### src/rtl/bin_to_bcd_seq_pkg.sv
// ----------------------------------------------------------------------------
// bin_to_bcd_seq_pkg
// Shared definitions for the sequential binary-to-BCD converter:
//   - BCD_DIGIT_W : width of one packed BCD digit
//   - state_t     : converter FSM states (encoding 2'd3 is unused)
//   - bcd_digits_ok : true when a digit count can represent every value
//                     of a given binary width (10^digits > 2^width - 1)
// ----------------------------------------------------------------------------
package bin_to_bcd_seq_pkg;

    localparam int BCD_DIGIT_W = 4;

    typedef enum logic [1:0] {
        ST_IDLE  = 2'd0,
        ST_SHIFT = 2'd1,
        ST_DONE  = 2'd2
    } state_t;

    // ceil(width * log10(2)) digits are needed to hold 2^width - 1.
    // 30103/100000 approximates log10(2) closely enough for any practical width.
    function automatic bit bcd_digits_ok(input int bin_w, input int digits);
        return digits >= ((bin_w * 30103) + 99999) / 100000;
    endfunction

endpackage

### src/rtl/bin_to_bcd_seq_bcd_digit_adj.sv
// ----------------------------------------------------------------------------
// bcd_digit_adj
// Combinational add-3 cell of the shift-and-add-3 algorithm. A digit of 5 or
// more is pre-corrected by +3 so that the following left shift produces a
// decimal carry into the next digit. The largest input a valid accumulator
// digit can hold is 9, and the result never exceeds 12, so no wrap occurs.
// Ports:
//   i_digit  in   4   BCD digit before the shift
//   o_digit  out  4   adjusted digit
// ----------------------------------------------------------------------------
module bcd_digit_adj
    import bin_to_bcd_seq_pkg::*;
(
    input  logic [BCD_DIGIT_W-1:0] i_digit,
    output logic [BCD_DIGIT_W-1:0] o_digit
);

    assign o_digit = (i_digit >= 4'd5) ? (i_digit + 4'd3) : i_digit;

endmodule

### src/rtl/bin_to_bcd_seq.sv
// ----------------------------------------------------------------------------
// bin_to_bcd_seq
// Sequential binary-to-BCD converter (double dabble), one input bit per clock.
// A value is accepted in IDLE, shifted through the BCD accumulator over
// BIN_WIDTH clocks, then presented in DONE until the downstream accepts it.
//
// Parameters:
//   BIN_WIDTH   width of the unsigned binary input (>= 4)
//   BCD_DIGITS  number of BCD output digits (>= 1); fewer digits than the
//               input range needs is legal and reported through o_overflow
//
// Ports:
//   i_clk       in   1               system clock
//   i_reset     in   1               synchronous active-high reset
//   i_bin       in   BIN_WIDTH       binary value, sampled on the accept edge
//   i_valid     in   1               input valid
//   o_ready     out  1               converter idle and able to accept
//   o_bcd       out  4*BCD_DIGITS    packed BCD, digit 0 (ones) in [3:0]
//   o_overflow  out  1               result truncated; qualified by o_valid
//   o_valid     out  1               result valid
//   i_ready     in   1               downstream accepts the result
//   o_blank     out  BCD_DIGITS      leading-zero blank mask
//                                    (present only with BIN_TO_BCD_BLANK_EN)
//
// Build option:
//   BIN_TO_BCD_BLANK_EN  adds the o_blank port and its registered mask logic.
// ----------------------------------------------------------------------------
module bin_to_bcd_seq
    import bin_to_bcd_seq_pkg::*;
#(
    parameter int BIN_WIDTH  = 16,
    parameter int BCD_DIGITS = 5
) (
    input  logic                              i_clk,
    input  logic                              i_reset,
    input  logic [BIN_WIDTH-1:0]              i_bin,
    input  logic                              i_valid,
    output logic                              o_ready,
    output logic [BCD_DIGIT_W*BCD_DIGITS-1:0] o_bcd,
    output logic                              o_overflow,
    output logic                              o_valid,
    input  logic                              i_ready
`ifdef BIN_TO_BCD_BLANK_EN
    ,
    output logic [BCD_DIGITS-1:0]             o_blank
`endif
);

    localparam int ACC_W = BCD_DIGIT_W * BCD_DIGITS;
    localparam int CNT_W = $clog2(BIN_WIDTH);

    // Truncating configurations are allowed (overflow is flagged at run
    // time); only structurally impossible sizes are rejected here.
    localparam bit LOSSLESS = bcd_digits_ok(BIN_WIDTH, BCD_DIGITS);

    generate
        if (BIN_WIDTH < 4) begin : g_bad_width
            $error("bin_to_bcd_seq: BIN_WIDTH must be at least 4");
        end
        if (BCD_DIGITS < 1) begin : g_bad_digits
            $error("bin_to_bcd_seq: BCD_DIGITS must be at least 1");
        end
    endgenerate

    state_t               r_state;
    state_t               w_state_next;

    logic [BIN_WIDTH-1:0] r_shift;
    logic [ACC_W-1:0]     r_acc;
    logic [CNT_W-1:0]     r_cnt;
    logic                 r_ovf;

    logic                 w_accept;
    logic                 w_shifting;
    logic                 w_last;
    logic [ACC_W-1:0]     w_adj;
    logic [ACC_W-1:0]     w_acc_next;
    logic                 w_carry;

    // ------------------------------------------------------------------
    // Add-3 correction of every accumulator digit ahead of the shift
    // ------------------------------------------------------------------
    generate
        for (genvar g = 0; g < BCD_DIGITS; g++) begin : g_adj
            bcd_digit_adj u_adj (
                .i_digit (r_acc[g*BCD_DIGIT_W +: BCD_DIGIT_W]),
                .o_digit (w_adj[g*BCD_DIGIT_W +: BCD_DIGIT_W])
            );
        end
    endgenerate

    // {acc, shift} move left one bit; the bit leaving the top digit is a
    // decimal carry that has no digit to land in.
    assign w_carry    = w_adj[ACC_W-1];
    assign w_acc_next = {w_adj[ACC_W-2:0], r_shift[BIN_WIDTH-1]};

    assign w_accept   = (r_state == ST_IDLE) && i_valid;
    assign w_shifting = (r_state == ST_SHIFT);
    assign w_last     = (r_cnt == '0);

    // ------------------------------------------------------------------
    // FSM: state register
    // ------------------------------------------------------------------
    always_ff @(posedge i_clk) begin
        if (i_reset) begin
            r_state <= ST_IDLE;
        end else begin
            r_state <= w_state_next;
        end
    end

    // ------------------------------------------------------------------
    // FSM: next-state logic
    // ------------------------------------------------------------------
    always_comb begin
        w_state_next = r_state;
        case (r_state)
            ST_IDLE: begin
                if (i_valid) begin
                    w_state_next = ST_SHIFT;
                end
            end
            ST_SHIFT: begin
                if (w_last) begin
                    w_state_next = ST_DONE;
                end
            end
            ST_DONE: begin
                if (i_ready) begin
                    w_state_next = ST_IDLE;
                end
            end
            default: begin
                // 2'd3 is unreachable in normal operation; recover to IDLE
                w_state_next = ST_IDLE;
            end
        endcase
    end

    // ------------------------------------------------------------------
    // FSM: outputs (pure decode of the state register)
    // ------------------------------------------------------------------
    always_comb begin
        o_ready = 1'b0;
        o_valid = 1'b0;
        case (r_state)
            ST_IDLE: o_ready = 1'b1;
            ST_DONE: o_valid = 1'b1;
            default: begin
                o_ready = 1'b0;
                o_valid = 1'b0;
            end
        endcase
    end

    // ------------------------------------------------------------------
    // Conversion datapath: loaded on accept, advanced once per SHIFT clock.
    // Its contents are only observed through the result registers, so it
    // needs no reset.
    // ------------------------------------------------------------------
    always_ff @(posedge i_clk) begin
        if (w_accept) begin
            r_shift <= i_bin;
            r_acc   <= '0;
            r_cnt   <= CNT_W'(BIN_WIDTH - 1);
        end else if (w_shifting) begin
            r_shift <= {r_shift[BIN_WIDTH-2:0], 1'b0};
            r_acc   <= w_acc_next;
            r_cnt   <= r_cnt - CNT_W'(1);
        end
    end

    // Sticky truncation flag for the conversion in progress. When the
    // digit count is lossless the carry can never be 1, and this folds away.
    always_ff @(posedge i_clk) begin
        if (i_reset) begin
            r_ovf <= 1'b0;
        end else if (w_accept) begin
            r_ovf <= 1'b0;
        end else if (w_shifting && w_carry && !LOSSLESS) begin
            r_ovf <= 1'b1;
        end
    end

    // ------------------------------------------------------------------
    // Result registers: written only on the final shift, so a conversion
    // cut short by reset never reaches the outputs, and the last result
    // stays visible after the handshake.
    // ------------------------------------------------------------------
    always_ff @(posedge i_clk) begin
        if (i_reset) begin
            o_bcd      <= '0;
            o_overflow <= 1'b0;
        end else if (w_shifting && w_last) begin
            o_bcd      <= w_acc_next;
            o_overflow <= !LOSSLESS && (r_ovf || w_carry);
        end
    end

`ifdef BIN_TO_BCD_BLANK_EN
    logic [BCD_DIGITS-1:0] w_blank;

    // Digit k is blanked when it and every digit above it are zero. The
    // ones digit is never blanked so that a value of zero still shows "0".
    always_comb begin
        logic zero_run;
        w_blank  = '0;
        zero_run = 1'b1;
        for (int k = BCD_DIGITS - 1; k >= 1; k--) begin
            zero_run   = zero_run && (w_acc_next[k*BCD_DIGIT_W +: BCD_DIGIT_W] == 4'd0);
            w_blank[k] = zero_run;
        end
    end

    always_ff @(posedge i_clk) begin
        if (i_reset) begin
            o_blank <= '0;
        end else if (w_shifting && w_last) begin
            o_blank <= w_blank;
        end
    end
`endif

endmodule
### config.mk
export PLATFORM = sky130hd
export DESIGN_NAME = bin_to_bcd_seq
export DESIGN_NICKNAME = d
export VERILOG_FILES = /design/src/rtl/bin_to_bcd_seq_pkg.sv /design/src/rtl/bin_to_bcd_seq_bcd_digit_adj.sv /design/src/rtl/bin_to_bcd_seq.sv
export SDC_FILE = /design/constraint.sdc
export NUM_CORES = 1
export LEC_CHECK = 0
export BUFFER_PORTS_ARGS = -buffer_cell sky130_fd_sc_hd__buf_2
export CAP_MARGIN = 20
export CORE_MARGIN = 2
export CORE_UTILIZATION = 35
export DETAILED_ROUTE_END_ITERATION = 10
export SLEW_MARGIN = 30
export SYNTH_ARGS = -nofsm -noshare
export SYNTH_HDL_FRONTEND = slang
export SYNTH_SLANG_ARGS = --single-unit
### constraint.sdc
create_clock -name i_clk -period 2.59 [get_ports i_clk]
set_input_delay 0.1295 -clock i_clk [delete_from_list [all_inputs] [get_ports i_clk]]
set_output_delay 0.1295 -clock i_clk [all_outputs]
set_load 0.03 [all_outputs]
==> results_dict.tcl, run 1 <==
set metrics [dict create \
    status "finished, final reports clean" \
    clk_pin_slew_ns 0.06 \
    reg2reg_depth 4 \
    grt_pass1_vias 2090 \
    period_minus_slack_ns 1.84 \
    finalHoldViolCount 0 \
    synth_top_cell_by_area "dfxtp_1" \
    fin_setup_tns_ns 0 \
    drt_iter0_drc 86 \
    cts_made_buffers 9 \
    initial_utilization_pct 35.9 \
    antenna_found_initial 0 \
    cts-root-buf "clkbuf_8" \
    finalNetCount 377 \
    yosysSeqAreaShare_pct 50.7 \
    fill_cells 784 \
    detail_route.wl_per_cell_um 12.1 \
    drv_cap 0 \
    synthFlopType "dfxtp_1" \
    placementRows 32 \
    ys_seq_elements 62 \
    cts_hold_buf 0 \
    finalSetupViolations 0 \
    tightestPinTransition_ns 0.611 \
    avgSynthCellArea_um2 9.09 \
    critical_path_required_ns 2.85 \
    syn-num-nets 335 \
    final_area_mm2 0.00327 \
    synth_edf_count 16 \
    core_area_mm2 0.00769 \
    rsz0062_at_grt "no" \
    clk_latency_ns 0.34 \
    arrival_ns 2.10 \
    max_stage_delay_ns 0.55 \
    r2r_slack_ns 0.75 \
    total_power_w 0.00253 \
    vias 2141 \
    clock.fmax_ghz 0.543 \
    first_pass_iters 5 \
    whs_ns 0.0502 \
    cts_tree "built" \
    path_class "reg2reg" \
    postCtsSetupBuffers 0 \
    netlist_area_mm2 0.00276 \
    ir_drop_v 0.000343 \
    port_buffers 41 \
    cts_sinks 62 \
    crit_path_cell_trace "nand2b_1 -> nor4b_4 -> nand2b_1 -> o22ai_1" \
    crit_top_cell "nand2b_1" \
    ys.warnings.count 0 \
    htreeDepth 3 \
    overflow 0 \
    clock_skew_ns 0.0113 \
    layout-drive-gt1-share_pct 20.8 \
    multi_input_area_mm2 0.00124 \
    die_area_mm2 0.00862 \
    cts_buffer_depth 2 \
    gp_congestion 0.822 \
    synthToLayoutAreaGrowth_pct 18.3 \
    diodes 0 \
    grtUsageTotal_pct 14.2 \
    die_height_um 92.8 \
    ys_types 31 \
    end_kind "register" \
    path_max_fanout 10 \
    period_share_pct 71.0 \
    slew_headroom_pct 59.2 \
    via_per_inst 4.73 \
    syn_inst 304 \
    synth_top_area_share_pct 33.3 \
    ctsResizeCount 0 \
    detailed_place_hpwl_mm 3.76 \
    hold_class "in2reg" \
    async_flop_share_pct 0 \
    ios 43 \
    placed_cell_area_mm2 0.00308 \
    power_leakage_nw 1.34 \
    antenna_left 0 \
    grt_pass1_wl_mm 9.50 \
    grt_max_degree 44 \
    die_x_um 92.8 \
    wl_mm 5.46 \
    slew_violations 0 \
    synth.top_cells.by_area "dfxtp_1 33%, edfxtp_1 17%, nand2_1 7.7%" \
    route.detailed.drc 0 \
    slowest_stage "nor4b_4" \
    startpoint_type "register" \
    ff_latch_area_mm2 0.00140 \
    power_density_mw_per_mm2 775 \
    whs_path_depth 3 \
]
[critical path, delay by kind of cell (launching register included)]
kind | cells | cell delay, ns
AND/OR/NAND/NOR | 3 | 1.07
flip-flops | 1 | 0.43
AO/OA/AOI/OAI | 1 | 0.26
[cells in the mapped netlist (all sizes together), types with 2 or more instances]
master	count
or3b	4
o21ai	31
edfxtp	16
inv	14
nor4	2
nor3	5
nand2	57
xnor2	6
nor2	17
o22ai	10
nand2b	17
mux2	5
a211oi	4
dfxtp	46
a311oi	5
nor3b	5
nand3	14
ha	11
a21oi	11
buf	6
nor2b	2
clkbuf	10
[state kept, by name (all words and copies together), names as in the netlist]
| signal | cells |
|---|---|
| r_state | 2 |
| o_bcd | 20 |
| r_shift | 16 |
| r_cnt | 4 |
| r_acc | 20 |
[kinds of logic (layout without fill, tap and decap cells)]
logic type                 count (synthesis)  count (layout)  synth area share [%]
and+or+nand+nor                          126             126                  22.5
DFF                                       62              62                  50.7
AOI/OAI and AO/OA                         61              61                  12.5
buffers and inverters                     30              77                  4.48
adders and majority gates                 11              11                  4.98
xor gates and xnor gates                   7               7                  2.22
muxes                                      6               6                  2.40
other                                      1               1                 0.136
[cells in the final DEF (no fill, tap or decap), types with 4 or more instances in the layout]
cell	n
a211oi_1	4
a21oi_1	11
a311oi_1	5
buf_2	41
buf_4	5
clkbuf_8	12
dfxtp_1	46
edfxtp_1	16
ha_1	11
inv_1	14
mux2_2	5
nand2_1	57
nand2b_1	17
nand3_1	14
nor2_1	17
nor3_1	5
nor3b_1	4
o21ai_0	31
o22ai_1	10
or3b_2	4
xnor2_1	6
[worst paths after layout]
kind,from,end
hold / removal,i_bin[1],r_shift[1]$_DFFE_PP_
hold reg to reg,r_acc[17]$_SDFFE_PP0P_,r_acc[17]$_SDFFE_PP0P_
setup / recovery,r_state[0]$_SDFFE_PP0P_,o_bcd[10]$_SDFFE_PP0P_
setup reg to reg,r_state[0]$_SDFFE_PP0P_,o_bcd[10]$_SDFFE_PP0P_
[where the power goes]
part | switching (W) | leakage, nW | internal [W]
logic | 0.000294 | 0.700 | 0.000223
registers | 0.000103 | 0.535 | 0.00113
clock network | 0.000362 | 0.0997 | 0.000423
[metrics by stage]
| step | instances | utilization [%] | setup WS, ns |
|---|---|---|---|
| floorplan | 304 | - | 0.985 |
| global placement | 437 | 40.1 | 0.813 |
| detailed placement | 437 | 40.1 | 0.758 |
| CTS | 453 | 42.5 | 0.744 |
| global route | 453 | 42.5 | 0.590 |
| finish | 453 | 42.5 | 0.750 |
[routing by layer]
metal,vias up,part of all wire [%],routed length [um],GRT usage (%)
li1,1125,-,-,-
met1,956,48,2610,17.1
met2,51,45,2470,22.5
met3,9,5.0,275,5.29
met4,0,1.9,104,6.37
met5,-,0,0,0
[layout make-up]
class / count / area share [%]
clock buffers: 13 / 5.17
clock inverters: 3 / 0.498
inverters: 14 / 1.61
multi-input cells: 212 / 37.9
flip-flops and latches: 62 / 42.9
well taps: 102 / 3.91
repair buffers: 47 / 8.04
No activity file was read; power rests on OpenSTA's default activity.
==> run 2, diff against run 1 <==
ABC_AREA = 1   (was unset)
clock period = 1.63 ns   (was 2.59 ns; I/O delays follow)
==> run 2 against run 1 <==
Largest power group unchanged. Routed wire length increased by 18%. Largest cell class unchanged. Critical path depth increased by 4. Via count grew 20%. Register-to-register slack worse by 0.45 ns. Total power is 52% higher. First-iteration DRC count increased by 98%. Worst hold slack worse by 0.036 ns.
==> results_dict.tcl, run 2 <==
set metrics [dict create \
    period_share_pct 81.8 \
    reg.largest.list "o_bcd x20, r_acc x20, r_shift x16" \
    ys.warnings.count 0 \
    fill_cells 809 \
    detailed_place_hpwl_mm 4.54 \
    startpoint_type "register" \
    synth.mux.area_fraction_pct 0 \
    vias 2567 \
    postCtsSetupBuffers 0 \
    grt_max_degree 22 \
    slew_headroom_pct 60.6 \
    synth_edf_count 16 \
    cts_hold_buf 4 \
    clk_latency_ns 0.33 \
    ys_seq_elements 62 \
    max_stage_delay_ns 0.39 \
    critical_path_required_ns 1.84 \
    die_area_mm2 0.00910 \
    fin_setup_tns_ns 0 \
    synthTopCellsByCount "148 x nand2_1, 50 x inv_1, 46 x dfxtp_1" \
    yosysMostFrequentCell "nand2_1" \
    grt_pass1_wl_mm 11.0 \
    ios 43 \
    path_max_fanout 4 \
    rsz0062_at_grt "no" \
    cts_buffer_depth 2 \
    layout-drive-gt1-share_pct 17.1 \
    port_buffers 41 \
    power_leakage_nw 1.76 \
    crit_top_cell "nand2_1" \
    clock_skew_ns 0.00672 \
    drt_iter0_drc 170 \
    hold_class "in2reg" \
    critPathTopFamily "flip-flops" \
    diodes 0 \
    wl_mm 6.46 \
    avgSynthCellArea_um2 7.42 \
    gp_congestion 0.864 \
    initial_utilization_pct 35.8 \
    period_minus_slack_ns 1.33 \
    grtUsageTotal_pct 15.7 \
    synth_top_area_share_pct 31.5 \
    arrival_ns 1.55 \
    power_density_mw_per_mm2 1090 \
    cts_made_buffers 9 \
    antenna_found_initial 0 \
    synthFlopType "dfxtp_1" \
    netlist_area_mm2 0.00293 \
    cts_tree "built" \
    worst_slack_ns 0.297 \
    slowest_stage "dfxtp_1" \
    slew_violations 0 \
    crit_path_cell_trace "inv_1 -> ha_1 -> inv_1 -> nand2_1 -> nand3_1 -> nand2_1 -> nand2_1 -> o21ai_0" \
    clock.fmax_ghz 0.750 \
    placementRows 33 \
    yosys.area_share.simple_pct 29.1 \
    die_height_um 95.4 \
    route.detailed.drc 0 \
    first_pass_iters 4 \
    synth.top_cells.by_area "dfxtp_1 31%, nand2_1 19%, edfxtp_1 16%" \
    layout_common_cells "148 x nand2_1, 50 x inv_1, 46 x dfxtp_1, 41 x buf_2, 24 x nor2_1" \
    synth_compound_area_share_pct 9.02 \
    via_per_inst 4.63 \
    syn-num-nets 425 \
    end_kind "register" \
    ir_drop_v 0.000469 \
    core_area_mm2 0.00818 \
    syn_inst 394 \
    antenna_left 0 \
    synthToLayoutAreaGrowth_pct 20.7 \
    synthAdderAreaFrac_pct 4.70 \
    path_class "reg2reg" \
    synth_top_cell_by_area "dfxtp_1" \
    ys_types 25 \
    die_x_um 95.4 \
    ctsResizeCount 0 \
    grt_pass1_vias 2416 \
    status "finished, final reports clean" \
    cts-root-buf "clkbuf_8" \
    async_flop_share_pct 0 \
    yosys.area_share.xor_xnor_pct 0 \
    synth_top_family_by_area "simple AND/OR/NAND/NOR gates" \
    finalSetupViolations 0 \
    layout_commonest_cell "nand2_1" \
    detail_route.wl_per_cell_um 11.6 \
    clk_pin_slew_ns 0.07 \
    path_buf_inv 2 \
    htreeDepth 3 \
    drv_cap 0 \
    finalHoldViolCount 0 \
    tightestPinTransition_ns 0.590 \
    cts_sinks 62 \
    pre_cts_slack_ns 0.297 \
    overflow 0 \
    finalNetCount 476 \
    yosysSeqAreaShare_pct 47.9 \
]
run 2: worst paths after layout:
check                                             from                endpoint  slack, ns  depth (start not counted)
worst max-delay path             r_acc[4]$_SDFFE_PP0P_   r_acc[5]$_SDFFE_PP0P_       0.30                          8
worst min register to register  r_acc[17]$_SDFFE_PP0P_  r_acc[17]$_SDFFE_PP0P_       0.46                          2
worst max register to register   r_acc[4]$_SDFFE_PP0P_   r_acc[5]$_SDFFE_PP0P_       0.30                          8
worst min-delay path                          i_bin[6]    r_shift[6]$_DFFE_PP_       0.01                          3
run 2: metrics by stage:
| stage | utilization (%) | total power (W) | hold slack (ns) | area [um2] | cells |
|---|---|---|---|---|---|
| 3_5_place_dp | 40.0 | 0.00242 | 0.350 | 3270 | 535 |
| 6_report | 43.2 | 0.00385 | 0.0139 | 3530 | 555 |
| 4_1_cts | 43.2 | 0.00389 | 0.0000588 | 3530 | 555 |
| 5_1_grt | 43.2 | 0.00406 | 0.00972 | 3530 | 555 |
| 2_1_floorplan | - | 0.00225 | 0.151 | 2930 | 394 |
| 3_3_place_gp | 40.0 | 0.00241 | 0.347 | 3270 | 535 |
run 2: layout make-up:
type                    count  area (um2)  area share [%]
clock buffers              13         179            5.07
clock inverters             3        40.0            1.13
inverters                  53         199            5.64
multi-input cells         267        1260            35.6
flip-flops and latches     62        1400            39.7
well taps                 105         131            3.72
repair buffers             52         323            9.15
run 2: worst min-delay path: cells and delay by family:
kind	cells	cell delay, ns
buffers and inverters	1	0.08
and+or+nand+nor	2	0.08
run 2: per-layer routing:
metal	share of wire, %	track usage [%]
met4	0.79	4.64
met5	0	0
met1	50	19.9
met3	4.5	4.74
met2	45	25.9
run 2: report_power, final:
group / switching, W / total [W] / internal, W / leakage [nW]
sequential: 0.0000782 / 0.00180 / 0.00172 / 0.533
combinational: 0.000379 / 0.000592 / 0.000213 / 1.11
clock: 0.000582 / 0.00145 / 0.000868 / 0.115
run 2: cell families (layout without fill, tap and decap cells):
group	count (synthesis)	count (layout)
compound gates	47	47
buf+inv	65	121
simple gates	208	208
flops	62	62
fa+ha+maj	11	11
other cells	1	1
